==> config.mk <==
export PLATFORM = sky130hd
export DESIGN_NAME = regstat_rf_flat
export DESIGN_NICKNAME = d
export VERILOG_FILES = /design/src/rtl/regstat_rf_if.sv /design/src/rtl/regstat_rf.sv /design/src/flat_wrapper.sv
export SDC_FILE = /design/constraint.sdc
export NUM_CORES = 2
export LEC_CHECK = 0
export BUFFER_PORTS_ARGS = -buffer_cell sky130_fd_sc_hd__buf_2
export CORE_ASPECT_RATIO = 1.1
export CORE_MARGIN = 3
export CORE_UTILIZATION = 45
export DETAILED_ROUTE_END_ITERATION = 10
export PLACE_DENSITY = 0.66
export SLEW_MARGIN = 40
export SYNTH_ARGS = -nofsm -noshare
export SYNTH_HDL_FRONTEND = slang
export SYNTH_SLANG_ARGS = --single-unit
export TNS_END_PERCENT = 5
==> constraint.sdc <==
create_clock -name clk -period 5.5 [get_ports clk]
set_input_delay 1.1 -clock clk [delete_from_list [all_inputs] [get_ports clk]]
set_output_delay 1.1 -clock clk [all_outputs]
set_load 0.1 [all_outputs]
==> src/rtl/regstat_rf_if.sv <==
// Rename/retire/bypass bus between decode, the ROB and the register status file.
// The master modport is the decode/ROB side and the slave modport is the register file.
interface regstat_rf_if #(
  parameter int DATAW    = 32,
  parameter int REGADDRW = 5,
  parameter int TAGW     = 6
);
  logic                rd_en;
  logic [REGADDRW-1:0] rs1_addr;
  logic [REGADDRW-1:0] rs2_addr;
  logic                rs1_ready;
  logic [DATAW-1:0]    rs1_value;
  logic [TAGW-1:0]     rs1_tag;
  logic                rs2_ready;
  logic [DATAW-1:0]    rs2_value;
  logic [TAGW-1:0]     rs2_tag;
  logic                alloc;
  logic [REGADDRW:0]   alloc_dst_reg;
  logic [TAGW-1:0]     alloc_tag;
  logic                retiring;
  logic [REGADDRW:0]   retiring_dst_reg;
  logic [TAGW-1:0]     retiring_tag;
  logic [DATAW-1:0]    retiring_value;
  logic                incoming_en;
  logic [TAGW-1:0]     incoming_tag;
  logic [DATAW-1:0]    incoming_value;
  logic                flush;

  modport master (
    output rd_en, rs1_addr, rs2_addr,
    output alloc, alloc_dst_reg, alloc_tag,
    output retiring, retiring_dst_reg, retiring_tag, retiring_value,
    output incoming_en, incoming_tag, incoming_value, flush,
    input  rs1_ready, rs1_value, rs1_tag, rs2_ready, rs2_value, rs2_tag
  );

  modport slave (
    input  rd_en, rs1_addr, rs2_addr,
    input  alloc, alloc_dst_reg, alloc_tag,
    input  retiring, retiring_dst_reg, retiring_tag, retiring_value,
    input  incoming_en, incoming_tag, incoming_value, flush,
    output rs1_ready, rs1_value, rs1_tag, rs2_ready, rs2_value, rs2_tag
  );
endinterface

==> src/rtl/regstat_rf.sv <==
// Architectural register file with per-register rename status (pending bit + producer ROB tag).
// Define ZERO_REG_EN to make register 0 a hardwired zero that ignores alloc and retire.
module regstat_rf #(
  parameter int DATAW    = 32,
  parameter int REGADDRW = 5,
  parameter int TAGW     = 6
) (
  input logic         clk,
  input logic         rst_n,
  regstat_rf_if.slave rf_if
);
  localparam int REGCOUNT = 1 << REGADDRW;
`ifdef ZERO_REG_EN
  localparam bit ZERO_REG = 1'b1;
`else
  localparam bit ZERO_REG = 1'b0;
`endif

  logic [DATAW-1:0]    rf_reg   [REGCOUNT];
  logic [TAGW-1:0]     ptag_reg [REGCOUNT];
  logic [REGCOUNT-1:0] pend_reg;

  logic [REGCOUNT-1:0] alloc_hit;
  logic [REGCOUNT-1:0] ret_hit;

  // Flush cancels a same-cycle rename but never the committed write.
  generate
    for (genvar gi = 0; gi < REGCOUNT; gi++) begin : g_dec
      localparam bit IS_ZERO = ZERO_REG && (gi == 0);
      assign alloc_hit[gi] = rf_if.alloc && !rf_if.flush && !IS_ZERO &&
                             !rf_if.alloc_dst_reg[REGADDRW] &&
                             (rf_if.alloc_dst_reg[REGADDRW-1:0] == REGADDRW'(gi));
      assign ret_hit[gi]   = rf_if.retiring && !IS_ZERO &&
                             !rf_if.retiring_dst_reg[REGADDRW] &&
                             (rf_if.retiring_dst_reg[REGADDRW-1:0] == REGADDRW'(gi));
    end
  endgenerate

  always_ff @(posedge clk or negedge rst_n) begin
    if (!rst_n) begin
      pend_reg <= '0;
      for (int i = 0; i < REGCOUNT; i++) begin
        rf_reg[i]   <= '0;
        ptag_reg[i] <= '0;
      end
    end else begin
      for (int i = 0; i < REGCOUNT; i++) begin
        if (ret_hit[i]) begin
          rf_reg[i] <= rf_if.retiring_value;
        end
        if (rf_if.flush) begin
          pend_reg[i] <= 1'b0;
        end else if (alloc_hit[i]) begin
          pend_reg[i] <= 1'b1;
          ptag_reg[i] <= rf_if.alloc_tag;
        end else if (ret_hit[i] && (ptag_reg[i] == rf_if.retiring_tag)) begin
          pend_reg[i] <= 1'b0;
        end
      end
    end
  end

  logic [REGADDRW-1:0] src_addr [2];
  assign src_addr[0] = rf_if.rs1_addr;
  assign src_addr[1] = rf_if.rs2_addr;

  generate
    for (genvar gi = 0; gi < 2; gi++) begin : g_src
      logic             ready_next;
      logic [DATAW-1:0] value_next;
      logic [TAGW-1:0]  tag_next;
      logic             ready_reg;
      logic [DATAW-1:0] value_reg;
      logic [TAGW-1:0]  tag_reg;
      logic             pend_sel;
      logic [TAGW-1:0]  ptag_sel;

      assign pend_sel = pend_reg[src_addr[gi]];
      assign ptag_sel = ptag_reg[src_addr[gi]];

      // Uses pre-edge state, so an instruction renaming its own source sees the old mapping.
      always_comb begin
        ready_next = 1'b0;
        value_next = '0;
        tag_next   = '0;
        if (rf_if.rd_en) begin
          if (ZERO_REG && (src_addr[gi] == '0)) begin
            ready_next = 1'b1;
          end else if (pend_sel && rf_if.incoming_en && (rf_if.incoming_tag == ptag_sel)) begin
            ready_next = 1'b1;
            value_next = rf_if.incoming_value;
          end else if (pend_sel && rf_if.retiring && (rf_if.retiring_tag == ptag_sel)) begin
            ready_next = 1'b1;
            value_next = rf_if.retiring_value;
          end else if (pend_sel) begin
            tag_next = ptag_sel;
          end else begin
            ready_next = 1'b1;
            value_next = rf_reg[src_addr[gi]];
          end
        end
      end

      always_ff @(posedge clk or negedge rst_n) begin
        if (!rst_n) begin
          ready_reg <= 1'b0;
          value_reg <= '0;
          tag_reg   <= '0;
        end else begin
          ready_reg <= ready_next;
          value_reg <= value_next;
          tag_reg   <= tag_next;
        end
      end
    end
  endgenerate

  assign rf_if.rs1_ready = g_src[0].ready_reg;
  assign rf_if.rs1_value = g_src[0].value_reg;
  assign rf_if.rs1_tag   = g_src[0].tag_reg;
  assign rf_if.rs2_ready = g_src[1].ready_reg;
  assign rf_if.rs2_value = g_src[1].value_reg;
  assign rf_if.rs2_tag   = g_src[1].tag_reg;
endmodule

==> src/flat_wrapper.sv <==
// flat-port wrapper written by rule: the top's interface ports become plain ports
module regstat_rf_flat 
#(
  parameter int DATAW    = 32,
  parameter int REGADDRW = 5,
  parameter int TAGW     = 6
)
  (clk, rst_n, rf_if_rd_en, rf_if_rs1_addr, rf_if_rs2_addr, rf_if_alloc, rf_if_alloc_dst_reg, rf_if_alloc_tag, rf_if_retiring, rf_if_retiring_dst_reg, rf_if_retiring_tag, rf_if_retiring_value, rf_if_incoming_en, rf_if_incoming_tag, rf_if_incoming_value, rf_if_flush, rf_if_rs1_ready, rf_if_rs1_value, rf_if_rs1_tag, rf_if_rs2_ready, rf_if_rs2_value, rf_if_rs2_tag);
  regstat_rf_if #(.DATAW(DATAW), .REGADDRW(REGADDRW), .TAGW(TAGW)) rf_if_i ();
  input logic clk;
  input logic rst_n;
  input wire logic [$bits(rf_if_i.rd_en)-1:0] rf_if_rd_en;
  input wire logic [$bits(rf_if_i.rs1_addr)-1:0] rf_if_rs1_addr;
  input wire logic [$bits(rf_if_i.rs2_addr)-1:0] rf_if_rs2_addr;
  input wire logic [$bits(rf_if_i.alloc)-1:0] rf_if_alloc;
  input wire logic [$bits(rf_if_i.alloc_dst_reg)-1:0] rf_if_alloc_dst_reg;
  input wire logic [$bits(rf_if_i.alloc_tag)-1:0] rf_if_alloc_tag;
  input wire logic [$bits(rf_if_i.retiring)-1:0] rf_if_retiring;
  input wire logic [$bits(rf_if_i.retiring_dst_reg)-1:0] rf_if_retiring_dst_reg;
  input wire logic [$bits(rf_if_i.retiring_tag)-1:0] rf_if_retiring_tag;
  input wire logic [$bits(rf_if_i.retiring_value)-1:0] rf_if_retiring_value;
  input wire logic [$bits(rf_if_i.incoming_en)-1:0] rf_if_incoming_en;
  input wire logic [$bits(rf_if_i.incoming_tag)-1:0] rf_if_incoming_tag;
  input wire logic [$bits(rf_if_i.incoming_value)-1:0] rf_if_incoming_value;
  input wire logic [$bits(rf_if_i.flush)-1:0] rf_if_flush;
  output wire logic [$bits(rf_if_i.rs1_ready)-1:0] rf_if_rs1_ready;
  output wire logic [$bits(rf_if_i.rs1_value)-1:0] rf_if_rs1_value;
  output wire logic [$bits(rf_if_i.rs1_tag)-1:0] rf_if_rs1_tag;
  output wire logic [$bits(rf_if_i.rs2_ready)-1:0] rf_if_rs2_ready;
  output wire logic [$bits(rf_if_i.rs2_value)-1:0] rf_if_rs2_value;
  output wire logic [$bits(rf_if_i.rs2_tag)-1:0] rf_if_rs2_tag;
  assign rf_if_i.rd_en = rf_if_rd_en;
  assign rf_if_i.rs1_addr = rf_if_rs1_addr;
  assign rf_if_i.rs2_addr = rf_if_rs2_addr;
  assign rf_if_i.alloc = rf_if_alloc;
  assign rf_if_i.alloc_dst_reg = rf_if_alloc_dst_reg;
  assign rf_if_i.alloc_tag = rf_if_alloc_tag;
  assign rf_if_i.retiring = rf_if_retiring;
  assign rf_if_i.retiring_dst_reg = rf_if_retiring_dst_reg;
  assign rf_if_i.retiring_tag = rf_if_retiring_tag;
  assign rf_if_i.retiring_value = rf_if_retiring_value;
  assign rf_if_i.incoming_en = rf_if_incoming_en;
  assign rf_if_i.incoming_tag = rf_if_incoming_tag;
  assign rf_if_i.incoming_value = rf_if_incoming_value;
  assign rf_if_i.flush = rf_if_flush;
  assign rf_if_rs1_ready = rf_if_i.rs1_ready;
  assign rf_if_rs1_value = rf_if_i.rs1_value;
  assign rf_if_rs1_tag = rf_if_i.rs1_tag;
  assign rf_if_rs2_ready = rf_if_i.rs2_ready;
  assign rf_if_rs2_value = rf_if_i.rs2_value;
  assign rf_if_rs2_tag = rf_if_i.rs2_tag;
  regstat_rf #(.DATAW(DATAW), .REGADDRW(REGADDRW), .TAGW(TAGW)) u_core (.clk(clk), .rst_n(rst_n), .rf_if(rf_if_i));
endmodule
==> results.sh <==
export IMPL_status="complete, no violations"
export IMPL_min_delay_path_class="in2async"
export IMPL_utilization_pct=50.7
export IMPL_cts_root_buf="clkbuf_16"
export IMPL_syn_inst=4946
export IMPL_synth_warnings=0
export IMPL_fillers=13400
export IMPL_post_cts_setup_buffer_count=0
export IMPL_tns_ns=0
export IMPL_grt_overflow=0
export IMPL_synth_top_area_cell="dfrtp_1"
export IMPL_path_class="in2reg"
export IMPL_cts_tree="yes"
export IMPL_p_per_area_mw_per_mm2=332
export IMPL_maxSlewHeadroom_pct=36.8
export IMPL_vdd_ir_drop_max_mv=0.299
export IMPL_synth_xor_area_share_pct=2.48
export IMPL_synth_top_family_by_area="multiplexers"
export IMPL_final_cells=7138
export IMPL_mostFrequentLayoutCells="1326 x dfrtp_1, 1226 x mux2_2, 704 x mux4_2, 189 x nand2_1, 175 x buf_2"
export IMPL_clock_skew_ns=0.0282
export IMPL_dr_pass1_iters=6
export IMPL_cts_htree_levels=4
export IMPL_grt_max_degree=131
export IMPL_rsz0062_at_grt="false"
export IMPL_hold_viol_final=0
export IMPL_numClockSinks=1326
export IMPL_regToRegSetupSlack_ns=1.78
export IMPL_dieHeight_um=428
export IMPL_synth_simple_area_share_pct=3.09
export IMPL_synth_edf_count=0
export IMPL_synthesis_area_sq_mm=0.0727
export IMPL_antenna_found_initial=26
export IMPL_via_per_inst=6.79
export IMPL_crit_required_ns=6.16
export IMPL_initial_core_util_pct=45.3
export IMPL_dpl_hpwl_mm=142
export IMPL_post_drt_wl_per_cell_um=33.9
export IMPL_portBuffers=188
export IMPL_largest_reg_flops=1024
export IMPL_grt_first_pass_wirelength_mm=351
export IMPL_avgSynthCellArea_sq_um=14.7
export IMPL_p_leak_nw=35.4
export IMPL_drt_iter0_drc=5181
export IMPL_grt_use_total_pct=29.0
export IMPL_worstReg2RegEnd="u_core.rf_if.rs2_value[10]"
export IMPL_grt_pass1_vias=49300
export IMPL_die_area_sq_mm=0.166
export IMPL_areaGrowthSynthToFinish_pct=11.7
export IMPL_max_freq_mhz=251
export IMPL_min_period_ns=3.98
export IMPL_synth_area_leaders="dfrtp_1 46%, mux4_2 22%, mux2_2 19%, clkbuf_1 1.7%, mux2i_1 1.4%"
export IMPL_clock_latency_ns=0.80
export IMPL_ant_nets=0
export IMPL_synth_compound_area_share_pct=3.62
export IMPL_setup_violations=0
export IMPL_core_area_sq_mm=0.160
export IMPL_routed_wl_mm=242
export IMPL_num_io_pins=189
export IMPL_ys_ff_latch=1326
export IMPL_rr_startpoint="u_core.ptag_reg[8]"
export IMPL_path_max_fanout=34
export IMPL_hold_buffers=0
export IMPL_synth_main_ff_cell="dfrtp_1"
export IMPL_critPathCapture="u_core.rf_if.rs2_value[10]"
export IMPL_synth_seq_area_share_pct=45.6
export IMPL_maxCapViolCount=0
export IMPL_nets=5011
export IMPL_fp_dieW_um=389
export IMPL_cts_clk_slew_worst_paths_ns=0.06
export IMPL_hold_ws_ns=0.221
export IMPL_slew_violations=0
export IMPL_drive_gt1_share_pct=50.9
export IMPL_numPlacedInstances=6862
export IMPL_clockBufferDepth=3
export IMPL_crit_arrival_ns=4.64
export IMPL_synthAdderAreaFrac_pct=0
export IMPL_cts_buffers=141
export IMPL_vias=48500
export IMPL_cts_resized=0
export IMPL_end_kind="flip-flop"
export IMPL_cp_startpoint="rf_if_rs2_addr[1]"
export IMPL_routabilityCongestion=0.977
export IMPL_design_area_sq_mm=0.0812
export IMPL_critPathLaunchType="input pin"
export IMPL_syn_nets=5057
export IMPL_muxShareOfSynthArea_pct=42.2
export IMPL_place_area_sq_mm=0.0762
export IMPL_async_flop_share_pct=100
export IMPL_period_share_pct=72.3
export IMPL_num_rows=154
export IMPL_drcViolationCount=0
export IMPL_rr_worst_depth=8
export IMPL_layout_cells_most_common="dfrtp_1"
export IMPL_yosys_area_top_type_share_pct=45.6
export IMPL_yosysUniqueCellTypes=65
export IMPL_tightest_slew_ns=0.949
[per-stage QoR]
step                setup WS (ns)  power (mW)
detailed placement          0.642        16.8
floorplan                    1.72        15.3
global route                 1.49        27.9
CTS                          1.51        27.0
global placement            0.774        16.6
finish                       1.52        26.9
[cell families (layout without fill, tap and decap cells)]
group	after synthesis	count (layout)
AO/OA/AOI/OAI	401	401
XOR/XNOR	206	206
buffers and inverters	517	583
flip-flops	1326	1326
multiplexers	2029	2029
other	0	20
AND/OR/NAND/NOR	467	467
[how the worst min path moves through the flow]
stage | from | endpoint | slack [ns] | cells past startpoint
6_report | rst_n | u_core.rf_reg[623] | 0.22 | 1
5_1_grt | rst_n | u_core.rf_reg[623] | 0.22 | 1
4_1_cts | rst_n | u_core.rf_reg[623] | 0.20 | 1
3_5_place_dp | u_core.rf_reg[823] | u_core.rf_reg[823] | 0.51 | 1
3_3_place_gp | u_core.rf_reg[801] | u_core.rf_reg[801] | 0.50 | 1
2_1_floorplan | u_core.rf_reg[416] | u_core.rf_reg[416] | 0.49 | 1
[power by group]
| group | switching, mW | internal [mW] |
|---|---|---|
| combinational | 2.33 | 2.53 |
| sequential | 0.962 | 10.9 |
| clock | 4.10 | 6.09 |
| total | 7.39 | 19.5 |
[critical path, stage by stage]
cell and delay (ns):
buf_8 0.30, mux4_2 0.58, mux2_2 0.30, a221o_1 0.36, o21ai_1 0.21, xnor2_1 0.21
o2111ai_4 0.14, or3_2 0.91, a21oi_1 0.46
[final cells by class]
cell class              instances  area, sq um  area share [%]
flip-flops and latches       1326        33200            40.9
clock buffers                 206         4220            5.20
multi-input cells            3103        37800            46.5
well taps                    2106         2640            3.24
inverters                      13         58.8          0.0724
clock inverters                49          706           0.869
diodes                         20         50.0          0.0616
repair buffers                315         2550            3.14
[routing by layer]
layer	vias to the layer above	track usage, %	part of all wire (%)
met5	-	0	0.026
met4	10	13.8	5.1
met3	670	7.37	8.9
met2	2587	45.7	47
met1	26200	37.7	39
li1	19000	-	-
[synth_stat cells, types with 8 or more instances]
| library cell | instances |
|---|---|
| nand2b_1 | 13 |
| mux2i_1 | 99 |
| a31oi_1 | 32 |
| a31o_2 | 12 |
| nand2_1 | 201 |
| xor2_1 | 97 |
| buf_2 | 87 |
| nor3_1 | 20 |
| nor4_1 | 37 |
| a21oi_1 | 166 |
| nor2b_1 | 12 |
| buf_4 | 8 |
| a22oi_1 | 32 |
| o31ai_1 | 33 |
| a221oi_1 | 11 |
| mux4_2 | 704 |
| o41ai_1 | 32 |
| xnor2_1 | 109 |
| nand3_1 | 54 |
| o21ai_0 | 34 |
| buf_1 | 68 |
| mux2_2 | 1226 |
| buf_6 | 13 |
| inv_1 | 8 |
| clkbuf_1 | 328 |
| nand4_1 | 40 |
| nor2_1 | 51 |
| dfrtp_1 | 1326 |
No activity file was read; power rests on OpenSTA's default activity.
